`src/rtl/jump_redirect_controller.sv`:
```
// Execute-stage control-flow redirect/flush/fault controller.
// Define JUMP_REDIRECT_STATS_EN to build the jump/mispredict statistics counters.
module jump_redirect_controller #(
    parameter int unsigned FLUSH_DEPTH = 2
) (
    input  logic        clock_i,
    input  logic        resetn_i,
    input  logic        valid_i,
    input  logic        flag_jump_i,
    input  logic [31:0] addr_target_i,
    input  logic [3:0]  exception_i,
    input  logic        fetch_ready_i,
    input  logic        fault_clear_i,
    output logic        redirect_valid_o,
    output logic [31:0] redirect_addr_o,
    output logic        flush_o,
    output logic        stall_o,
    output logic        fault_o,
    output logic [2:0]  fault_cause_o,
    output logic [31:0] fault_addr_o,
    output logic [31:0] stat_jumps_o,
    output logic [31:0] stat_redirects_o
);

    typedef enum logic [1:0] {IDLE, REDIRECT, DRAIN, FAULT} state_e;

    state_e      state_q, state_d;
    logic [3:0]  cnt_q, cnt_d;
    logic [31:0] raddr_q, raddr_d;
    logic [2:0]  cause_q, cause_d;
    logic [31:0] faddr_q, faddr_d;
    logic        sample;

    assign sample = valid_i && (state_q == IDLE);

    always_comb begin
        state_d = state_q;
        cnt_d   = cnt_q;
        raddr_d = raddr_q;
        cause_d = cause_q;
        faddr_d = faddr_q;
        case (state_q)
            IDLE: begin
                // Alignment/func3 faults outrank a next-address mismatch.
                if (sample && flag_jump_i) begin
                    if (exception_i[3] || exception_i[1] || exception_i[0]) begin
                        state_d = FAULT;
                        cause_d = {exception_i[3], exception_i[1], exception_i[0]};
                        faddr_d = addr_target_i;
                    end else if (exception_i[2]) begin
                        state_d = REDIRECT;
                        raddr_d = addr_target_i;
                    end
                end
            end
            REDIRECT: begin
                if (fetch_ready_i) begin
                    state_d = DRAIN;
                    cnt_d   = 4'(FLUSH_DEPTH - 1);
                end
            end
            DRAIN: begin
                if (cnt_q == 4'd0) state_d = IDLE;
                else               cnt_d   = cnt_q - 4'd1;
            end
            FAULT: begin
                if (fault_clear_i) begin
                    state_d = IDLE;
                    cause_d = 3'd0;
                    faddr_d = 32'd0;
                end
            end
            default: state_d = IDLE;
        endcase
    end

    always_ff @(posedge clock_i or negedge resetn_i) begin
        if (!resetn_i) begin
            state_q <= IDLE;
            cnt_q   <= 4'd0;
            raddr_q <= 32'd0;
            cause_q <= 3'd0;
            faddr_q <= 32'd0;
        end else begin
            state_q <= state_d;
            cnt_q   <= cnt_d;
            raddr_q <= raddr_d;
            cause_q <= cause_d;
            faddr_q <= faddr_d;
        end
    end

    assign redirect_valid_o = (state_q == REDIRECT);
    assign redirect_addr_o  = raddr_q;
    assign flush_o          = (state_q != IDLE);
    assign stall_o          = (state_q != IDLE);
    assign fault_o          = (state_q == FAULT);
    assign fault_cause_o    = cause_q;
    assign fault_addr_o     = faddr_q;

`ifdef JUMP_REDIRECT_STATS_EN
    logic [31:0] stat_jumps_q, stat_redirects_q;

    always_ff @(posedge clock_i or negedge resetn_i) begin
        if (!resetn_i) begin
            stat_jumps_q     <= 32'd0;
            stat_redirects_q <= 32'd0;
        end else begin
            if (sample && flag_jump_i)
                stat_jumps_q <= stat_jumps_q + 32'd1;
            if (state_q == IDLE && state_d == REDIRECT)
                stat_redirects_q <= stat_redirects_q + 32'd1;
        end
    end

    assign stat_jumps_o     = stat_jumps_q;
    assign stat_redirects_o = stat_redirects_q;
`else
    assign stat_jumps_o     = 32'd0;
    assign stat_redirects_o = 32'd0;
`endif

endmodule

```
`config.mk`:
```
export PLATFORM = sky130hd
export DESIGN_NAME = jump_redirect_controller
export DESIGN_NICKNAME = d
export VERILOG_FILES = /design/src/rtl/jump_redirect_controller.sv
export SDC_FILE = /design/constraint.sdc
export NUM_CORES = 1
export LEC_CHECK = 0
export BUFFER_PORTS_ARGS = -buffer_cell sky130_fd_sc_hd__buf_2
export CAP_MARGIN = 0
export CORE_UTILIZATION = 40
export CTS_CLUSTER_SIZE = 30
export DETAILED_ROUTE_END_ITERATION = 10
export PLACE_DENSITY = 0.71
export SKIP_LAST_GASP = 1
export SLEW_MARGIN = 30
export SYNTH_ARGS = -nofsm -noshare
export SYNTH_HDL_FRONTEND = slang
export SYNTH_SLANG_ARGS = --single-unit
```
`constraint.sdc`:
```
create_clock -name clock_i -period 2 [get_ports clock_i]
set_clock_uncertainty 0.15 [all_clocks]
set_input_delay 0.1 -clock clock_i [delete_from_list [all_inputs] [get_ports clock_i]]
set_output_delay 0.1 -clock clock_i [all_outputs]
set_load 0.01 [all_outputs]
```
======== Word-level counts from Yosys, hierarchy flattened ========
Cells that the tools add are included.
word-level totals
  register bits after elaboration ......... 73
  input port bits ......................... 42
  logic and storage cells ................. 48
operators by class
  add/sub/neg operators ................... 1
  equal/unequal tests ..................... 10
  mux-type cells .......................... 18
  bitwise gates (word level) .............. 1
  reduce and logical (&&, ||, !) cells .... 13
operators by type and width
  kind                   number
  $mux W32               3
  $pmux W32 S2           1
  $mux W2                6
  $mux W3                3
  $mux W4                2
  $ne A2 B2 Y1 const B   4
  $pmux W2 S4            1
  $pmux W4 S2            1
  $reduce_and A4 Y1      2
  $pmux W3 S2            1
  $reduce_bool A2 Y1     3
  $reduce_and A5 Y1      1
  $eq A2 B2 Y1 const B   2
  $logic_not A4 Y1       1
  $ne A2 B1 Y1 const B   2
  $sub A4 B1 Y4 const B  1
  $ne A3 B2 Y1 const B   1
  $reduce_and A3 Y1      1
  $eq A2 B1 Y1 const B   1
  $logic_and A1 B1 Y1    2
  $logic_not A2 Y1       1
  $logic_or A1 B1 Y1     2
  $not A1 Y1             1

======== Depth between registers and ports, before layout ========
  depth after elaboration ................. 5
  depth in mapped cells ................... 6
  depth with buffers taken out ............ 5

======== Least setup slack after synthesis ========
OpenSTA, ideal clock, no wires.
  path kind ............................... reg2reg
  from .................................... reg state_q[1]
  to ...................................... reg faddr_q[0], in the netlist fault_addr_o[0]
  setup time .............................. 0.123 ns
  data arrival time ....................... 1.516 ns
  setup slack ............................. 0.212 ns
  cell stages (with the launch flop) ...... 7
  buffers on the path ..................... 3
  clock period less this slack ............ 1.788 ns
  cells stage by stage .................... dfrtp_1 > buf_6 > or2_4 > or3_1 > buf_6 > buf_12 > mux2i_1
on the way
  cells in the longest elaborated chain, start to end .. 5
  elaborated cells between the ends (all ways) .. 10
ends and longest elaborated chain
  element                      line    text
  start, declared              27      state_e state_q, state_d;
  start signal, assigned       85      state_q <= state_d;
  $logic_not A2 Y1             34, 42
  $logic_and A1 B1 Y1          34      assign sample = valid_i && (state_q == IDLE);
  $logic_and A1 B1 Y1          45      if (sample && flag_jump_i) begin
  $ne A2 B1 Y1 (no line)       --
  $reduce_and A4 Y1 (no line)  --
  end signal, assigned         89      faddr_q <= faddr_d;
  end, declared                31      logic [31:0] faddr_q, faddr_d;
Parallel ways exist; a longest one is shown, timed or not.
A chain may end at the register's enable or synchronous reset.

======== Final worst setup path ========
  from .................................... reg state_q[0]
  to ...................................... reg cnt_q[3]
on the way
  cells in the longest elaborated chain, start to end .. 3
  elaborated cells between the ends (all ways) .. 7
ends and longest elaborated chain
  element                                                       line  text
  $eq A2 B2 Y1 or $eq A2 B1 Y1 (tied branches)                  42    case (state_q)
  $ne A2 B2 Y1 (no line) or $reduce_bool A2 Y1 (tied branches)  --
  $reduce_and A3 Y1 (no line)                                   --
  end signal, assigned                                          86    cnt_q <= cnt_d;
  end, declared                                                 28    logic [3:0] cnt_q, cnt_d;
Parallel ways exist; a longest one is shown, timed or not.

==> flow_metrics.env <==
export IMPL_outcome="complete, but fails checks"
export IMPL_violations="design-rule violations"
export IMPL_syn_cell_area_mm2=0.00369
export IMPL_std_cell_rows=34
export IMPL_grt_pass1_wl_um=12800
export IMPL_dpl_cell_area_mm2=0.00412
export IMPL_drt_vias_per_instance=4.41
export IMPL_rsz0062_at_grt="false"
export IMPL_ir_drop_uv=557
export IMPL_power_total_mw=5.88
export IMPL_grt_start_max_net_pins=40
export IMPL_fmaxAchievable_mhz=547
export IMPL_finalSetupTns_ps=0
export IMPL_leakage_nw=2.87
export IMPL_grt_antenna_before_repair=0
export IMPL_root_buffer="clkbuf_8"
export IMPL_seq_area_frac_synth=0.495
export IMPL_place_congestion=0.826
export IMPL_finalCritPeriodShare=0.913
export IMPL_cts_buffer_depth=2
export IMPL_syn_inst=331
export IMPL_min_period_ps=1830
export IMPL_die_h_um=98.0
export IMPL_routed_wl_um=7730
export IMPL_clk_pin_slew_ps=80
export IMPL_final_common_cell="buf_2"
export IMPL_io_pins=177
export IMPL_worst_r2r_cell_count=4
export IMPL_worst_r2r_setup_slack_ps=170
export IMPL_routedWlPerCell_um=12.9
export IMPL_critical_path_required_ps=2100
export IMPL_grtUsageTotal=0.168
export IMPL_yosys_area_top_type="dfrtp_1"
export IMPL_endpoint="cnt_q[3]"
export IMPL_die_area_mm2=0.00961
export IMPL_layout_common_cells="111 x buf_2, 73 x dfrtp_1, 64 x conb_1, 42 x nand2_1, 40 x dlygate4sd3_1"
export IMPL_async_flop_share=1.00
export IMPL_fillers=782
export IMPL_diodes=0
export IMPL_grt_overflow=0
export IMPL_fp_dieW_um=98.0
export IMPL_syn2layout_area_growth_pct=28.7
export IMPL_grt_pass1_vias=2626
export IMPL_dr_pass1_iters=7
export IMPL_holdPathStages=4
export IMPL_cp_max_fo=17
export IMPL_cp_end_kind="register"
export IMPL_tritoncts="done"
export IMPL_cp_startpoint="state_q[0]"
export IMPL_final_area_mm2=0.00475
export IMPL_critPathLaunchType="register"
export IMPL_tightestPinTransition_ps=517
export IMPL_synth_seq_cells=73
export IMPL_hold_violations=0
export IMPL_vias=2646
export IMPL_numCtsBuffers=9
export IMPL_nNetsFinal=531
export IMPL_slew_viol_final=0
export IMPL_synth_top_area_share=0.495
export IMPL_start_util=0.419
export IMPL_ant_nets=0
export IMPL_relSlewSlack=0.655
export IMPL_powerDensity_mw_per_mm2=1240
export IMPL_ys_flop_type="dfrtp_1"
export IMPL_h_tree_depth=3
export IMPL_cts_sinks=73
export IMPL_synth_area_per_cell_um2=11.1
export IMPL_clock_latency_ps=340
export IMPL_drive_gt1_frac=0.350
export IMPL_r2r_end="cnt_q[3]"
export IMPL_drv_cap=0
export IMPL_critPathArrivalTime_ps=1930
export IMPL_synthTopCellsByArea="dfrtp_1 50%, buf_4 13%, mux2_2 9.8%"
export IMPL_coreArea_mm2=0.00881
export IMPL_min_delay_path_class="primary input to register"
export IMPL_r2r_start="state_q[0]"
export IMPL_numPortBuffers=112
export IMPL_drt_iter0_drc=117
export IMPL_synth_edf_count=0
export IMPL_setup_viol=0
export IMPL_critical_path_class="register to register"
export IMPL_synth_cell_types=35
export IMPL_cts_resized=0
export IMPL_yosysWarnings=0
export IMPL_drc=18
export IMPL_dp_hpwl_um=5140
routing by layer:
metal | track usage | vias to the layer above | wire length (µm)
met3 | 0.0580 | 6 | 572
met2 | 0.282 | 126 | 3810
met5 | 0 | - | 0
met1 | 0.204 | 1258 | 3300
li1 | - | 1256 | -
met4 | 0.0455 | 0 | 50
power by group:
part | internal (mW) | switching (mW) | total, mW
Clock | 0.767 | 0.551 | 1.32
Combinational | 1.03 | 1.16 | 2.20
Sequential | 2.04 | 0.323 | 2.37
worst max-delay path: stages (launching register included):
cell      delay [ps]
dfrtp_1          380
buf_4            190
nor4_1           300
or4b_2           610
o221ai_1         100
synthesized netlist by cell type (3+ instances only):
cell type   n
nand2_1    42
clkbuf_1    5
buf_4      66
dfrtp_1    73
inv_1      35
buf_12      3
mux2_2     32
mux2i_1    33
a22oi_1     3
o22ai_1     3
buf_2       3
how the worst min path moves through the flow:
stage / startpoint / endpoint / slack [ps]
floorplan: resetn_i / cnt_q[0] / -350
global placement: resetn_i / fault_addr_o[6] / -50
detailed placement: resetn_i / fault_addr_o[6] / -30
CTS: fault_clear_i / fault_cause_o[1] / 30
global route: fault_clear_i / state_q[1] / 30
finish: fault_clear_i / fault_cause_o[1] / 40
cell type report:
cell class	instances	area, µm²	area share
Sequential cell	73	1830	0.385
Multi-Input combinational cell	207	1360	0.286
Timing Repair Buffer	161	1070	0.225
Clock buffer	11	151	0.0319
Tap cell	108	135	0.0285
Inverter	35	131	0.0277
Clock inverter	5	77.6	0.0163
stage by stage:
stage | instances | hold slack [ps] | setup WS, ps | util
floorplan | 394 | -346 | 212 | -
global placement | 544 | -49.6 | 244 | 0.467
detailed placement | 544 | -32.5 | 212 | 0.467
CTS | 600 | 28.5 | 190 | 0.539
global route | 600 | 32.9 | 76.2 | 0.539
finish | 600 | 42.6 | 173 | 0.539
logic make-up (layout without fill, tap and decap cells):
| family | count (synthesis) | count (layout) | share of synthesized area |
|---|---|---|---|
| buffers and inverters | 114 | 212 | 0.202 |
| flip-flops | 73 | 73 | 0.495 |
| multiplexers | 65 | 65 | 0.187 |
| AND/OR/NAND/NOR | 60 | 60 | 0.0757 |
| AO/OA/AOI/OAI | 16 | 16 | 0.0322 |
| adder cells (fa/ha/maj) | 2 | 2 | 0.00679 |
| other | 1 | 64 | 0.00102 |
flip-flops by register name, summed over array words and instances (netlist names):
register / cells
cnt_q: 4
fault_addr_o: 32
fault_cause_o: 3
redirect_addr_o: 32
state_q: 2
what timing repair did:
action / in CTS / in global routing
hold buffers: 40 / 0
endpoints found under the setup margin: 0 / 0
hold endpoints to repair: 106 / 0
buffers inserted: 0 / 0
Power figures use the tool's default switching activity.
